==> src/rtl/serial_adder.sv <==
// -----------------------------------------------------------------------------
// serial_adder
//   Digit-serial adder. Accepts an operand set {a, b, cin} on a valid/ready
//   handshake and adds DIGIT bits per clock, LSB digit first. After
//   N = WIDTH/DIGIT clocks it presents {cout, sum} = a + b + cin. The result is
//   held until the consumer takes it.
//
//   Optional feature macro: SERIAL_ADDER_SUB_EN
//     When defined, an extra input 'sub' is captured with the operands. With
//     sub=1 the block computes a + ~b + 1 and ignores cin, so cout=1 means no
//     borrow. When undefined, the 'sub' port is absent and the block only adds.
//
//   Reset is synchronous and active-low. It is sampled on the rising edge of
//   clk and overrides every other event.
// -----------------------------------------------------------------------------
module serial_adder #(
    parameter int WIDTH = 8,
    parameter int DIGIT = 1
) (
    input  logic             clk,
    input  logic             rst_n,
    input  logic             in_valid,
    output logic             in_ready,
    input  logic [WIDTH-1:0] a,
    input  logic [WIDTH-1:0] b,
    input  logic             cin,
`ifdef SERIAL_ADDER_SUB_EN
    input  logic             sub,
`endif
    output logic             out_valid,
    input  logic             out_ready,
    output logic [WIDTH-1:0] sum,
    output logic             cout,
    output logic             busy
);

    // Number of digit steps per operation, and the counter width that spans them.
    localparam int N     = WIDTH / DIGIT;
    localparam int CNT_W = (N > 1) ? $clog2(N) : 1;

    // Stop elaboration on a bad shape. Without this check, a bad WIDTH/DIGIT
    // would silently drop the upper bits.
    if (WIDTH < 1 || DIGIT < 1 || DIGIT > WIDTH || (WIDTH % DIGIT) != 0) begin : g_bad_cfg
        $error("serial_adder: WIDTH must be a positive multiple of DIGIT");
    end

    typedef enum logic [1:0] {
        IDLE = 2'd0,
        RUN  = 2'd1,
        DONE = 2'd2
    } state_t;

    state_t state;
    state_t state_next;

    logic [WIDTH-1:0] a_sr;        // addend A, shifted right one digit per step
    logic [WIDTH-1:0] b_sr;        // addend B (or ~B when subtracting), same shifting
    logic             carry;       // carry between digit steps
    logic [CNT_W-1:0] cnt;         // digit index within the current operation
    logic [WIDTH-1:0] sum_r;
    logic             cout_r;

    logic             accept;      // operand handshake completes on this edge
    logic             last_digit;  // this RUN edge processes the final digit
    logic [WIDTH-1:0] b_load;      // B as it enters the shift register
    logic             c_load;      // initial carry for the operation
    logic [DIGIT-1:0] d_sum;       // sum bits of the current digit
    logic [DIGIT:0]   chain;       // ripple carry through the digit's cells
    logic [WIDTH-1:0] sum_next;

    assign accept     = in_valid && in_ready;
    assign last_digit = (cnt == CNT_W'(N - 1));

    // Subtraction reuses the adder: a - b = a + ~b + 1. The operand is inverted
    // and the carry is forced to 1 on capture, so the datapath itself is the same.
`ifdef SERIAL_ADDER_SUB_EN
    assign b_load = sub ? ~b : b;
    assign c_load = sub ? 1'b1 : cin;
`else
    assign b_load = b;
    assign c_load = cin;
`endif

    // One full-adder cell per bit of the digit, rippling from the carry flop.
    assign chain[0] = carry;
    for (genvar i = 0; i < DIGIT; i++) begin : g_fa
        assign d_sum[i]     = a_sr[i] ^ b_sr[i] ^ chain[i];
        assign chain[i + 1] = (a_sr[i] & b_sr[i]) | (chain[i] & (a_sr[i] ^ b_sr[i]));
    end

    // Each new digit enters at the top of the sum register while older digits
    // move down. After N steps the first digit computed is the LSB digit.
    assign sum_next = (sum_r >> DIGIT) | (WIDTH'(d_sum) << (WIDTH - DIGIT));

    // State register.
    always_ff @(posedge clk) begin
        // NOTE: every clocked assignment is non-blocking, so all flops sample
        // their inputs from before the edge, whatever the statement order.
        if (!rst_n) begin
            state <= IDLE;
        end else begin
            state <= state_next;
        end
    end

    // Next-state logic and the handshake/status outputs, all decoded from state.
    always_comb begin
        // NOTE: every output gets a default first. An assignment missing on any
        // path through the case would otherwise infer a latch.
        state_next = state;
        in_ready   = 1'b0;
        busy       = 1'b0;
        out_valid  = 1'b0;
        unique case (state)
            IDLE: begin
                in_ready = 1'b1;
                if (in_valid) begin
                    state_next = RUN;
                end
            end
            RUN: begin
                busy = 1'b1;
                if (last_digit) begin
                    state_next = DONE;
                end
            end
            DONE: begin
                out_valid = 1'b1;
                if (out_ready) begin
                    state_next = IDLE;
                end
            end
            default: begin
                state_next = IDLE;
            end
        endcase
    end

    // Operand shift registers: load on accept, then consume one digit per RUN edge.
    always_ff @(posedge clk) begin
        // NOTE: these registers are deliberately not reset. Their contents matter
        // only after an accept reloads them. The state register guards every use.
        if (accept) begin
            a_sr <= a;
            b_sr <= b_load;
        end else if (state == RUN) begin
            a_sr <= a_sr >> DIGIT;
            b_sr <= b_sr >> DIGIT;
        end
    end

    // Carry flop, digit counter and the result registers.
    always_ff @(posedge clk) begin
        if (!rst_n) begin
            carry  <= 1'b0;
            cnt    <= '0;
            sum_r  <= '0;
            cout_r <= 1'b0;
        end else if (accept) begin
            carry <= c_load;
            cnt   <= '0;
        end else if (state == RUN) begin
            carry <= chain[DIGIT];
            cnt   <= cnt + CNT_W'(1);
            sum_r <= sum_next;
            if (last_digit) begin
                cout_r <= chain[DIGIT];
            end
        end
    end

    assign sum  = sum_r;
    assign cout = cout_r;

endmodule

==> config.mk <==
export PLATFORM = sky130hd
export DESIGN_NAME = serial_adder
export DESIGN_NICKNAME = d
export VERILOG_FILES = /design/src/rtl/serial_adder.sv
export SDC_FILE = /design/constraint.sdc
export NUM_CORES = 1
export LEC_CHECK = 0
export CAP_MARGIN = 15
export CORE_UTILIZATION = 51
export CTS_CLUSTER_DIAMETER = 30
export DETAILED_ROUTE_END_ITERATION = 7
export PLACE_DENSITY = 0.8
export SYNTH_ARGS = -nofsm -noshare
export SYNTH_HDL_FRONTEND = slang
export SYNTH_SLANG_ARGS = --single-unit
==> constraint.sdc <==
create_clock -name clk -period 3 [get_ports clk]
set_input_delay 0.45 -clock clk [delete_from_list [all_inputs] [get_ports clk]]
set_output_delay 0.45 -clock clk [all_outputs]
set_load 0.02 [all_outputs]
==> metrics list <==
* Status: finished, final reports clean
- For this design the ratio of total power to cell area is 506.7 nW/µm².
* Family with the most delay on the worst path: buffers and inverters
- The die is 52.59 µm tall.
- Static timing analysis puts the maximum clock frequency at approximately 0.38 GHz.
- The largest total area in the synthesized netlist belongs to sky130_fd_sc_hd__edfxtp_1.
- Max capacitance violation total: 0
- After detailed routing, the number of remaining DRC violations is 0.
- Final standard cell count with taps included and fillers excluded: 171
- Final Hold Vio Count: 0
* Synthesized area per cell: 12.43 µm²
- Among all cell types in the netlist, the one instantiated most often is sky130_fd_sc_hd__nand2_1.
- Dominant register cell in the synthesized netlist: sky130_fd_sc_hd__edfxtp_1
* Row Count: 17
* Largest cells by area after synthesis: sky130_fd_sc_hd__edfxtp_1 (37%), sky130_fd_sc_hd__dfxtp_1 (23%), sky130_fd_sc_hd__nand2_1 (6.3%)
- The first global-routing pass estimated 3774 µm of wire.
- After synthesis, the share of flip-flops with an asynchronous set or reset is 0%.
- Setup repair after global routing left no endpoint under its margin.
- Resize count post-CTS: 0
- STA puts the critical path data required time at 2550 ps.
* Fin Hold WS: 476.0 ps
- Buffers inserted during clock tree synthesis total 5.
* Clock net sink count: 31
* Number of register bits inferred by synthesis: 31
- CP startpoint kind: flop
- Final number of setup-violating endpoints: 0
* EDFF count, synth: 16
- Hold Buf Count CTS: 0
- Sum of net half-perimeters after detailed placement: ~1700 µm
- In this run the biggest area consumer among cell types represents 36.82% of the synthesized area.
- Maximum number of pins on one net before global-route repair: 18
- Sequential area share after synthesis: 59.83%
* Antenna-violating nets left: 0
- Worst-path cell with the longest stage delay: sky130_fd_sc_hd__clkdlybuf4s50_1
- The clock reaches the later pin of the worst-skew pair after 330 ps.
- Highest cell delay on the worst timing path: 680 ps
- The worst setup path is captured at a primary output.
* Most used standard cells in the synthesized netlist: sky130_fd_sc_hd__nand2_1 (22), sky130_fd_sc_hd__edfxtp_1 (16), sky130_fd_sc_hd__dfxtp_1 (15)
- Sequential cell area in the final layout: 780.7 µm²
- After detailed routing, the average wire length per cell comes to 13.45 µm.
* Placer's final routability congestion estimate: 0.7067
- Count of pins over their slew limit: 0
* Root Buffer Master: sky130_fd_sc_hd__clkbuf_4
- Summed instance area of the synthesized netlist: 1305 µm²
- P&R area growth vs syn: 30.87%
* Tightest Pin Transition: approximately 460 ps
- Placeable Area: 2318 µm²
* VDD IR max: 0.4856 mV
- Drt first-iter violations: 12
- The analysis attributes to cell leakage a power of 0.6168 nW.
* Cell area after placement: 1648 µm²
- Summing all non-filler instances in the final layout gives an area of 1708 µm².
- Die extent in x: 52.59 µm
* Vias in the first global route: 884
* Setup TNS: 0 ps
- The initial antenna violation count was 0.
- Multi-input logic area: 493.0 µm²
* Warnings, synthesis: 0
- The number of setup buffers added after CTS is 0.
- Fin crit share: 88.13%
- Clock skew on the completed layout was measured at slightly below 10 ps.
- Gate count of the mapped netlist: 105
- TritonCTS built the clock tree.
- The final route contains 877 vias.
- The number of buffers and inverters on the critical path is 2.
* Critical Setup Path Class: flop to primary output
- At the end of the flow, the number of nets in the layout was 166.
- For this run, the detailed router's first-pass iteration total came to 3.
- In the final layout, the share of cells above drive strength 1 is approximately an eighth.
- Aggregate routed wire length: 2300 µm
- DR vias/cell: 5.129
- Global-route usage over all layers: 20.39%
* Clock input transition at the sequential cells of the worst setup and hold paths: around 90 ps
* Mapped Nets: 129
- Die Outline Area: 2765 µm²
- The layout has between 150 and 200 filler cells.
* GRT Residual Overflow: 0
* I/O pin total: 33
* Crit path cell chain: nand2b_1, inv_1, clkdlybuf4s50_1
- The routed design could run at a clock period as short as 2644 ps.
- No sink is reached through more buffers than the 2 on the longest clock path.
* Initial cell density of the core: 56.29%
- HP Class: flop to flop
- Summing internal, switching and leakage power gives 0.0008655 W.
* Placed cells: 163
* H-tree depth: 2
- During placement, the flow inserted port buffers numbering 32.
* Antenna diodes: 0
* Max Fanout on Critical Path: 13
- Max-Slew Margin vs Limit: 69.65%
* Library cells used by synthesis: 24
- Data arrival time at the worst-slack endpoint: 2190 ps
-- worst min-delay path, cell delays in order, from the launching register on --
cell and delay, ps:
sky130_fd_sc_hd__dfxtp_1 320, sky130_fd_sc_hd__nand2_1 50, sky130_fd_sc_hd__a21boi_0 70
-- where the power goes --
group          internal (W)  leakage [nW]  switching [W]
clock              0.000113        0.0353       0.000135
combinational     0.0000669         0.298      0.0000497
sequential         0.000487         0.284      0.0000136
-- worst paths after layout --
kind                                from  endpoint  slack, ps  cells after the start
worst max-delay path            state[0]      busy        360                      3
worst max register to register  state[1]    cnt[0]       1420                      4
worst min register to register      cout      cout        480                      2
worst min-delay path                cout      cout        480                      2
-- layout make-up --
cell class | count | share of cell area [%]
Tap cell | 28 | 2.051
Clock inverter | 1 | 0.2930
Clock buffer | 7 | 3.223
Timing Repair Buffer | 34 | 19.63
Inverter | 1 | 0.2198
Multi-Input combinational cell | 69 | 28.86
Sequential cell | 31 | 45.71
-- cells by family after synthesis --
group	count (synthesis)	share of synthesized area (%)
compound gates	15	8.533
xor+xnor	1	0.6713
fa+ha+maj	3	3.451
buf+inv	5	2.396
flops	31	59.83
mux	14	12.08
simple gates	36	13.04
-- registers in the layout, summed over array words and instances, names as in the netlist --
name,flops
a_sr,8
b_sr,8
carry,1
state,2
sum,8
cout,1
cnt,3
-- routing by layer --
metal	GRT usage (%)	vias to the layer above	share of wire [%]	routed length, µm
li1	-	439	-	-
met1	22.85	409	43	990
met2	33.33	24	50	1144
met3	8.696	5	5.3	123
met4	9.211	0	1.8	42
met5	0	-	0	0
-- cells in the final DEF, fill, tap and decap left out, drive strengths merged --
cell type and instances:
clkdlybuf4s50 32, nand2 22, edfxtp 16, dfxtp 15
mux2 14, a21boi 10, clkbuf 7, nor2 5
nand2b 3, and2 2, o21a 2, a21oi 2
ha 2, buf 2, inv 1, nor3b 1
nor2b 1, o221a 1, nand3 1, nand3b 1
xnor2 1, fa 1, clkinv 1
-- metrics by stage --
stage,setup WS [ps],util [%]
global route,207.9,73.66
detailed placement,707.3,71.07
finish,356.2,73.66
global placement,806.2,71.07
CTS,333.9,73.66
floorplan,1390,-
Power figures use the tool's default switching activity.
